`src/rtl/fetch_sequencer_pkg.sv`:
```
// Shared fetch-stage definitions: reset PC, FSM state encoding and PC alignment helper.
// The hazard unit and benches reuse these encodings.
package fetch_sequencer_pkg;

  localparam logic [31:0] RESET_PC_DEFAULT = 32'h0000_3000;

  typedef enum logic [1:0] {
    BOOT = 2'd0,
    REQ  = 2'd1,
    HOLD = 2'd2
  } fetch_state_e;

  function automatic logic [31:0] align_pc(input logic [31:0] pc);
    return {pc[31:2], 2'b00};
  endfunction

endpackage

```
`src/rtl/fetch_sequencer_if.sv`:
```
// Fetch-stage bus bundle: instruction-memory request/return, IF/ID delivery and decode redirect.
interface fetch_sequencer_if;

  logic        imem_req;
  logic [31:0] imem_addr;
  logic        imem_rdy;
  logic [31:0] imem_rdata;

  logic        fd_valid;
  logic [31:0] fd_pc;
  logic [31:0] fd_instr;
  logic        fd_stall;

  logic        redirect_valid;
  logic [31:0] redirect_pc;

  modport master (
    output imem_req, imem_addr, fd_valid, fd_pc, fd_instr,
    input  imem_rdy, imem_rdata, fd_stall, redirect_valid, redirect_pc
  );

  modport slave (
    input  imem_req, imem_addr, fd_valid, fd_pc, fd_instr,
    output imem_rdy, imem_rdata, fd_stall, redirect_valid, redirect_pc
  );

endinterface

```
`src/rtl/fetch_sequencer_redirect_buf.sv`:
```
// Holds a decode redirect that could not be applied yet because the delay-slot
// instruction has not transferred; a later redirect overwrites (last wins).
module fetch_sequencer_redirect_buf (
  input  logic        clk,
  input  logic        reset,
  input  logic        capture,
  input  logic [31:0] capture_pc,
  input  logic        consume,
  output logic        pend_valid,
  output logic [31:0] pend_pc
);

  // NOTE: state registers use non-blocking assignments so every flop samples
  // pre-edge values regardless of process evaluation order.
  always_ff @(posedge clk or posedge reset) begin
    if (reset) begin
      pend_valid <= 1'b0;
      pend_pc    <= '0;
    end else if (consume) begin
      // A transfer in the same cycle uses the redirect directly, so nothing is kept.
      pend_valid <= 1'b0;
    end else if (capture) begin
      pend_valid <= 1'b1;
      pend_pc    <= capture_pc;
    end
  end

endmodule

```
`src/rtl/fetch_sequencer.sv`:
```
// Fetch-stage sequencer: owns the PC, issues one imem request per PC and delivers
// {pc, instr} to IF/ID, applying decode redirects after the delay slot.
module fetch_sequencer
  import fetch_sequencer_pkg::*;
#(
  parameter logic [31:0] RESET_PC = RESET_PC_DEFAULT,
  parameter int          CNT_W    = 32
) (
  input  logic              clk,
  input  logic              reset,
  fetch_sequencer_if.master bus,
  output logic              misalign_err,
  output logic [CNT_W-1:0]  fetch_cnt
);

  fetch_state_e state_q, state_d;
  logic [31:0]  pc_q;
  logic [31:0]  hold_pc;
  logic [31:0]  hold_instr;
  logic         transfer;
  logic         capture_hold;
  logic         pend_valid;
  logic [31:0]  pend_pc;
  logic [31:0]  next_pc;

  fetch_sequencer_redirect_buf u_redirect_buf (
    .clk        (clk),
    .reset      (reset),
    .capture    (bus.redirect_valid),
    .capture_pc (bus.redirect_pc),
    .consume    (transfer),
    .pend_valid (pend_valid),
    .pend_pc    (pend_pc)
  );

  // A buffered redirect belongs to an older branch than one arriving now.
  assign next_pc = align_pc(pend_valid         ? pend_pc :
                            bus.redirect_valid ? bus.redirect_pc :
                                                 pc_q + 32'd4);

  always_ff @(posedge clk or posedge reset) begin
    if (reset) state_q <= BOOT;
    else       state_q <= state_d;
  end

  always_comb begin
    // NOTE: every output of this block gets a default first so no path leaves
    // a signal unassigned, which would infer a latch.
    state_d        = state_q;
    bus.imem_req   = 1'b0;
    bus.imem_addr  = pc_q;
    bus.fd_valid   = 1'b0;
    bus.fd_pc      = pc_q;
    bus.fd_instr   = bus.imem_rdata;
    transfer       = 1'b0;
    capture_hold   = 1'b0;
    unique case (state_q)
      BOOT: state_d = REQ;
      REQ: begin
        bus.imem_req = 1'b1;
        bus.fd_valid = bus.imem_rdy;
        if (bus.imem_rdy) begin
          if (bus.fd_stall) begin
            capture_hold = 1'b1;
            state_d      = HOLD;
          end else begin
            transfer = 1'b1;
          end
        end
      end
      HOLD: begin
        bus.fd_valid = 1'b1;
        bus.fd_pc    = hold_pc;
        bus.fd_instr = hold_instr;
        if (!bus.fd_stall) begin
          transfer = 1'b1;
          state_d  = REQ;
        end
      end
      default: state_d = BOOT;
    endcase
  end

  always_ff @(posedge clk or posedge reset) begin
    if (reset) begin
      pc_q         <= RESET_PC;
      // NOTE: the hold buffer is reset even though HOLD always reloads it first;
      // a defined value keeps fd_pc/fd_instr deterministic out of reset.
      hold_pc      <= '0;
      hold_instr   <= '0;
      misalign_err <= 1'b0;
      fetch_cnt    <= '0;
    end else begin
      if (transfer) begin
        pc_q      <= next_pc;
        fetch_cnt <= fetch_cnt + CNT_W'(1);
      end
      if (capture_hold) begin
        hold_pc    <= pc_q;
        hold_instr <= bus.imem_rdata;
      end
      if (bus.redirect_valid && (bus.redirect_pc[1:0] != 2'b00))
        misalign_err <= 1'b1;
    end
  end

endmodule

```
`src/flat_wrapper.sv`:
```
// flat-port wrapper written by rule: the top's interface ports become plain ports
module fetch_sequencer_flat import fetch_sequencer_pkg::*;
#(
  parameter logic [31:0] RESET_PC = RESET_PC_DEFAULT,
  parameter int          CNT_W    = 32
)
  (clk, reset, misalign_err, fetch_cnt, bus_imem_req, bus_imem_addr, bus_fd_valid, bus_fd_pc, bus_fd_instr, bus_imem_rdy, bus_imem_rdata, bus_fd_stall, bus_redirect_valid, bus_redirect_pc);
  fetch_sequencer_if bus_i ();
  input  logic clk;
  input  logic reset;
  output logic misalign_err;
  output logic [CNT_W-1:0] fetch_cnt;
  output wire logic [$bits(bus_i.imem_req)-1:0] bus_imem_req;
  output wire logic [$bits(bus_i.imem_addr)-1:0] bus_imem_addr;
  output wire logic [$bits(bus_i.fd_valid)-1:0] bus_fd_valid;
  output wire logic [$bits(bus_i.fd_pc)-1:0] bus_fd_pc;
  output wire logic [$bits(bus_i.fd_instr)-1:0] bus_fd_instr;
  input wire logic [$bits(bus_i.imem_rdy)-1:0] bus_imem_rdy;
  input wire logic [$bits(bus_i.imem_rdata)-1:0] bus_imem_rdata;
  input wire logic [$bits(bus_i.fd_stall)-1:0] bus_fd_stall;
  input wire logic [$bits(bus_i.redirect_valid)-1:0] bus_redirect_valid;
  input wire logic [$bits(bus_i.redirect_pc)-1:0] bus_redirect_pc;
  assign bus_imem_req = bus_i.imem_req;
  assign bus_imem_addr = bus_i.imem_addr;
  assign bus_fd_valid = bus_i.fd_valid;
  assign bus_fd_pc = bus_i.fd_pc;
  assign bus_fd_instr = bus_i.fd_instr;
  assign bus_i.imem_rdy = bus_imem_rdy;
  assign bus_i.imem_rdata = bus_imem_rdata;
  assign bus_i.fd_stall = bus_fd_stall;
  assign bus_i.redirect_valid = bus_redirect_valid;
  assign bus_i.redirect_pc = bus_redirect_pc;
  fetch_sequencer #(.RESET_PC(RESET_PC), .CNT_W(CNT_W)) u_core (.clk(clk), .reset(reset), .bus(bus_i), .misalign_err(misalign_err), .fetch_cnt(fetch_cnt));
endmodule
```
`config.mk`:
```
export PLATFORM = sky130hd
export DESIGN_NAME = fetch_sequencer_flat
export DESIGN_NICKNAME = d
export VERILOG_FILES = /design/src/rtl/fetch_sequencer_pkg.sv /design/src/rtl/fetch_sequencer_if.sv /design/src/rtl/fetch_sequencer_redirect_buf.sv /design/src/rtl/fetch_sequencer.sv /design/src/flat_wrapper.sv
export SDC_FILE = /design/constraint.sdc
export NUM_CORES = 1
export LEC_CHECK = 0
export BUFFER_PORTS_ARGS = -buffer_cell sky130_fd_sc_hd__buf_2
export CAP_MARGIN = 20
export CORE_ASPECT_RATIO = 0.75
export CORE_MARGIN = 3
export CORE_UTILIZATION = 25
export DETAILED_ROUTE_END_ITERATION = 7
export SYNTH_ARGS = -nofsm -noshare
export SYNTH_HDL_FRONTEND = slang
export SYNTH_SLANG_ARGS = --single-unit
```
`constraint.sdc`:
```
create_clock -name clk -period 12.1 [get_ports clk]
set_input_delay 1.21 -clock clk [delete_from_list [all_inputs] [get_ports clk]]
set_output_delay 1.21 -clock clk [all_outputs]
set_load 0.01 [all_outputs]
```
==> qor.yml, run 1 <==
grt_pass1_vias: 6135
post_drt_wl_per_cell_um: 17.2
crit_chain: "inv_1, ha_4, mux2_2, buf_2"
htree_num_levels: 4
synth_cell_types: 60
die_w_um: 215
routed_wirelength_um: 23200
cap_violations: 0
cts_tree: "done"
clkSinkCount: 158
stdcell_count: 1352
regArea_sq_mm: 0.00396
via_per_inst: 4.67
crit_slowest_cell: "ha_4"
vias: 6312
power.internal_w: 0.00142
grt_max_degree: 103
firstDrtPassIters: 4
path_buf_inv: 2
finalSetupTns_ns: 0
rows: 56
synth_flop_cell: "dfrtp_1"
gp_congestion: 0.782
synth_cells: 732
rr_startpoint: "u_core.state_q[0]"
p_total_w: 0.00227
synth_top_cell_by_area: "dfrtp_1"
critPathMaxFanout: 71
crit_type: "reg -> out"
drc: 0
grt_usage: 0.134
utilization: 0.321
vdd_drop_max_mv: 0.0958
netSwitchingPower_w: 0.000846
die_y_um: 163
dp_hpwl_um: 15800
antenna_left: 0
initial_core_util: 0.258
worst_setup_path_end_kind: "output port"
setup_viol: 0
nets: 977
grt_pass1_wl_um: 36600
clock_skew_ns: 0.00983
cts_resized: 0
yosys_warnings: 0
max_freq_mhz: 274
clockBufferDepth: 2
area_growth_syn_to_layout_pct: 24.3
rsz0062_at_grt: "no"
clock-root-buffer: "clkbuf_16"
holdCritStartpoint: "u_core.misalign_err"
worst_hold_path_type: "reg -> reg"
slew_violations: 0
port_buffers: 195
power_density_mw_per_mm2: 222
period_share: 0.302
max_stage_delay_ns: 0.85
synthDominantCellAreaShare: 0.475
final_cell_mix: "195 x buf_2, 156 x dfrtp_1, 146 x mux2_2"
min_period_ns: 3.65
sw_frac_of_total: 0.373
comb_power_share: 0.364
ys_seq_area_frac: 0.481
cts_hold_buf: 0
clkPwrFrac: 0.245
dieArea_sq_mm: 0.0351
antenna_found_initial: 1
p_leak_nw: 4.58
multiInputGateArea_sq_mm: 0.00401
seqPwrFrac: 0.391
slew_headroom: 0.308
dp.cells: 1318
status: "complete, no violations"
critPathLaunchType: "flip-flop"
synth_area_sq_mm: 0.00822
tightest_slew_ns: 1.04
synth.area.top_cells: "dfrtp_1 48%, mux2_2 20%, xnor2_1 3.0%"
required_ns: 10.89
cts.clk_slew.worst_paths_ns: 0.07
finalHoldViolations: 0
cp.arrival_ns: 2.44
synth_area_per_cell_sq_um: 11.2
worstSkewPairLatency_ns: 0.44
cts_setup_buffers: 0
ys_seq_elements: 158
drt_iter0_drc: 462
cp-startpoint: "u_core.state_q[0]"
crit_family: "adder cells"
io_pins: 200
fillerInstances: 3311
cts_buffers: 17
grt_overflow_total: 0
core_sq_mm: 0.0318
drive_gt1_frac: 0.439
final_common_cell: "buf_2"
synth-edff-count: 0
ys_async_sr_fraction: 1.00
-- cells by family (layout without fill, tap and decap cells) --
kind of cell | count (synthesis) | after routing | synth area share
DFF | 158 | 158 | 0.481
buffers and inverters | 67 | 248 | 0.0356
muxes | 150 | 150 | 0.205
xor gates and xnor gates | 40 | 40 | 0.0436
other | 1 | 5 | 0.000456
adders and majority gates | 5 | 5 | 0.00761
AOI/OAI and AO/OA | 123 | 123 | 0.0979
and+or+nand+nor | 188 | 188 | 0.128
-- power groups by stage --
stage               clock, W  combinational, W  sequential [W]
floorplan                  0          0.000569        0.000848
CTS                 0.000572          0.000841        0.000889
finish              0.000556          0.000825        0.000887
detailed placement         0          0.000837        0.000897
global placement           0          0.000824        0.000890
global route        0.000592          0.000908        0.000919
-- per-stage QoR --
stage / setup WS [ns] / hold WS, ns / area, sq um
2_1_floorplan: 6.63 / 0.442 / 8230
3_3_place_gp: 8.65 / 0.448 / 9590
3_5_place_dp: 8.62 / 0.458 / 9590
4_1_cts: 8.39 / 0.476 / 10200
5_1_grt: 8.29 / 0.503 / 10200
6_report: 8.45 / 0.478 / 10200
-- cell usage after synthesis, drive strengths merged (5+ instances only) --
cell / n
and3: 14
nand4: 19
nand3: 26
o21a: 5
mux2: 146
and4: 8
ha: 5
a21oi: 29
o211ai: 7
xor2: 12
o21ai: 39
nor3: 14
inv: 13
nor4: 5
xnor2: 28
nor2: 31
buf: 31
a31oi: 7
dfrtp: 156
a221o: 6
nand2: 60
clkbuf: 22
-- layout make-up --
| cell class | instances | share of cell area |
|---|---|---|
| multi-input cells | 510 | 0.392 |
| clock buffers | 18 | 0.0430 |
| inverters | 14 | 0.00563 |
| well taps | 435 | 0.0533 |
| repair buffers | 202 | 0.103 |
| diodes | 1 | 0.000245 |
| flip-flops and latches | 158 | 0.387 |
| clock inverters | 14 | 0.0156 |
-- routing by layer --
layer / part of all wire / vias to the layer above / track usage
met5: 0 / - / 0
met4: 0.0062 / 0 / 0.0375
met3: 0.067 / 10 / 0.0369
met2: 0.45 / 230 / 0.204
met1: 0.48 / 3076 / 0.186
li1: - / 2996 / -
-- worst reg2reg max path, cell delays in order, from the launching register on --
cell     delay [ns]
dfrtp_1        0.40
inv_1          0.13
ha_4           0.85
a21oi_4        0.13
or3_1          0.36
buf_4          0.27
nand2_1        0.38
buf_4          0.40
mux2_2         0.39
-- flip-flops by register name, indices dropped and copies added, names as in the netlist --
| register | cells |
|---|---|
| u_core.fetch_cnt | 32 |
| u_core.hold_instr | 32 |
| u_core.bus.imem_addr | 30 |
| u_core.hold_pc | 30 |
| u_core.u_redirect_buf.pend_pc | 30 |
| u_core.state_q | 2 |
| u_core.misalign_err | 1 |
| u_core.u_redirect_buf.pend_valid | 1 |
-- worst paths after layout --
check	depth (start not counted)	end	slack, ns
min in group asynchronous	2	u_core.hold_instr[3]	0.98
max in group asynchronous	3	u_core.hold_pc[10]	9.76
worst max register to register	8	u_core.u_redirect_buf.pend_pc[11]	8.68
worst max-delay path	4	bus_fd_pc[28]	8.45
worst min register to register	1	u_core.misalign_err	0.48
worst min-delay path	1	u_core.misalign_err	0.48
Note: power is estimated with default switching activity, not from simulation.
==> inputs of run 2 (changes only) <==
Clock period 12.1 ns to 3 ns, I/O delays scaled along.
==> run 2 against run 1 <==
Against the previous run:
- final cell count rose by 0.74%
- via count grew 0.33%
- register-to-register slack worse by 8.0 ns
- setup slack worse by 7.8 ns
- global-route usage is 0.15 points lower
- critical path depth increased by 1
- sequential share of layout area shrank 0.40 points
- power grew to 4.0 times the previous value
==> qor.yml, run 2 (synthesis gave the netlist of run 1 again) <==
status: "complete, no violations"  # unchanged
final_cell_mix: "195 x buf_2, 156 x dfrtp_1, 146 x mux2_2"  # unchanged
worstSkewPairLatency_ns: 0.45  # was 0.44 ns
cp.arrival_ns: 2.09  # was 2.44 ns
multiInputGateArea_sq_mm: 0.00401  # unchanged
initial_core_util: 0.258  # unchanged
drive_gt1_frac: 0.444  # was 0.439
nets: 988  # was 977
via_per_inst: 4.65  # was 4.67
grt_pass1_wl_um: 35700  # was 36,600 um
required_ns: 2.70  # was 10.89 ns
critPathLaunchType: "flip-flop"  # unchanged
antenna_found_initial: 5  # was 1
port_buffers: 195  # unchanged
hold_depth: 3  # was 1
setup_viol: 0  # unchanged
post_drt_wl_per_cell_um: 17.1  # was 17.2 um
antenna_cells: 0  # was 1
rsz0062_at_grt: "no"  # unchanged
fin_ws_ns: 0.606  # was 8.45 ns
grt_max_degree: 71  # was 103
io_pins: 200  # unchanged
grt_overflow_total: 0  # unchanged
clockBufferDepth: 2  # unchanged
tightest_slew_ns: 0.666  # was 1.04 ns
stdcell_count: 1362  # was 1,352
period_share: 0.798
fillerInstances: 3268  # was 3,311
cts.clk_slew.worst_paths_ns: 0.07  # about the same
min_period_ns: 2.39
regArea_sq_mm: 0.00396  # unchanged
clock-root-buffer: "clkbuf_16"  # unchanged
cts_resized: 0  # unchanged
core_sq_mm: 0.0318  # unchanged
die_w_um: 215  # unchanged
clkSinkCount: 158  # unchanged
finalSetupTns_ns: 0  # unchanged
finalHoldViolations: 0  # unchanged
dieArea_sq_mm: 0.0351  # unchanged
worst_setup_path_end_kind: "output port"  # unchanged
grt_pass1_vias: 5973  # was 6,135
drc: 0  # unchanged
p_total_w: 0.00913  # was 0.00227 W
critPathMaxFanout: 70  # was 71
slew_headroom: 0.554  # was 0.308
dp.cells: 1329  # was 1,318
p_leak_nw: 4.64  # was 4.58 nW
cts_setup_buffers: 0  # unchanged
antenna_left: 0  # unchanged
cap_violations: 0  # unchanged
reg.largest.list: "u_core.fetch_cnt x32, u_core.hold_instr x32"  # unchanged
post-place-ws_ns: 0.655  # was 8.62 ns
max_freq_mhz: 418
firstDrtPassIters: 5  # was 4
clock_skew_ns: 0.00780  # was 0.00983 ns
routed_wirelength_um: 23300  # was 23,200 um
die_y_um: 163  # unchanged
crit_type: "reg -> out"  # unchanged
r2r_cells: 7  # was 8
cts_hold_buf: 1  # was 0
cts_buffers: 17  # unchanged
vdd_drop_max_mv: 0.426  # was 0.0958 mV
slew_violations: 0  # unchanged
area_growth_syn_to_layout_pct: 25.6  # was 24.3%
drt_iter0_drc: 407  # was 462
vias: 6333  # was 6,312
power_density_mw_per_mm2: 884  # was 222 mW/mm^2
rows: 56  # unchanged
final_common_cell: "buf_2"  # unchanged
htree_num_levels: 4  # unchanged
cts_tree: "done"  # unchanged
grt_usage: 0.132  # was 0.134
dp_hpwl_um: 16200  # was 15,800 um
gp_congestion: 0.776  # was 0.782
worst_hold_path_type: "in -> reg"  # was reg -> reg
==> run 2: cell types whose count changed in the layout (fill, tap and decap cells not counted) <==
| cell | previous run | this run |
|---|---|---|
| dlygate4sd3_1 | 0 | 1 |
| buf_4 | 6 | 12 |
| inv_6 | 4 | 5 |
| clkbuf_8 | 1 | 2 |
| diode_2 | 1 | 0 |
| bufinv_16 | 2 | 1 |
| buf_16 | 1 | 0 |
| inv_8 | 1 | 0 |
| buf_12 | 0 | 5 |
==> run 2: per-layer routing <==
layer	GRT usage	part of all wire
met5	0	0.0032
met4	0.0387	0.012
met3	0.0416	0.069
met2	0.201	0.44
met1	0.182	0.48
==> run 2: worst max-delay path: stages (launching register included) <==
cell and delay (ns):
dfrtp_1 0.40, inv_1 0.13, ha_4 0.18, buf_12 0.33, mux2_2 0.42, buf_2 0.15
==> run 2: path summary, 6_finish.rpt <==
path | start | endpoint | slack (ns)
max | u_core.state_q[0] | bus_fd_instr[2] | 0.61
min | bus_redirect_pc[0] | u_core.misalign_err | 0.09
max reg2reg | u_core.state_q[1] | u_core.u_redirect_buf.pend_pc[4] | 0.63
min reg2reg | u_core.hold_pc[9] | u_core.hold_pc[9] | 0.48
max in group asynchronous | reset | u_core.bus.imem_addr[3] | 1.75
min in group asynchronous | reset | u_core.hold_instr[3] | 0.45
==> run 2: cell type report <==
type / count / share of cell area
Inverter: 14 / 0.00545
Multi-Input combinational cell: 510 / 0.388
Sequential cell: 158 / 0.383
Tap cell: 435 / 0.0527
Clock buffer: 19 / 0.0439
Clock inverter: 13 / 0.0124
Timing Repair Buffer: 213 / 0.114
==> run 2: metrics by stage <==
step                 util  hold slack, ns  cell area, sq um
finish              0.324          0.0860             10300
global route        0.324          0.0747             10300
CTS                 0.324          0.0556             10300
detailed placement  0.306           0.383              9730
global placement    0.306           0.384              9730
floorplan               -           0.442              8230
==> run 2: report_power, final <==
part	internal [W]	leakage [nW]	switching, W
Combinational	0.00164	2.42	0.00168
Sequential	0.00287	1.94	0.000739
Clock	0.00120	0.277	0.000993
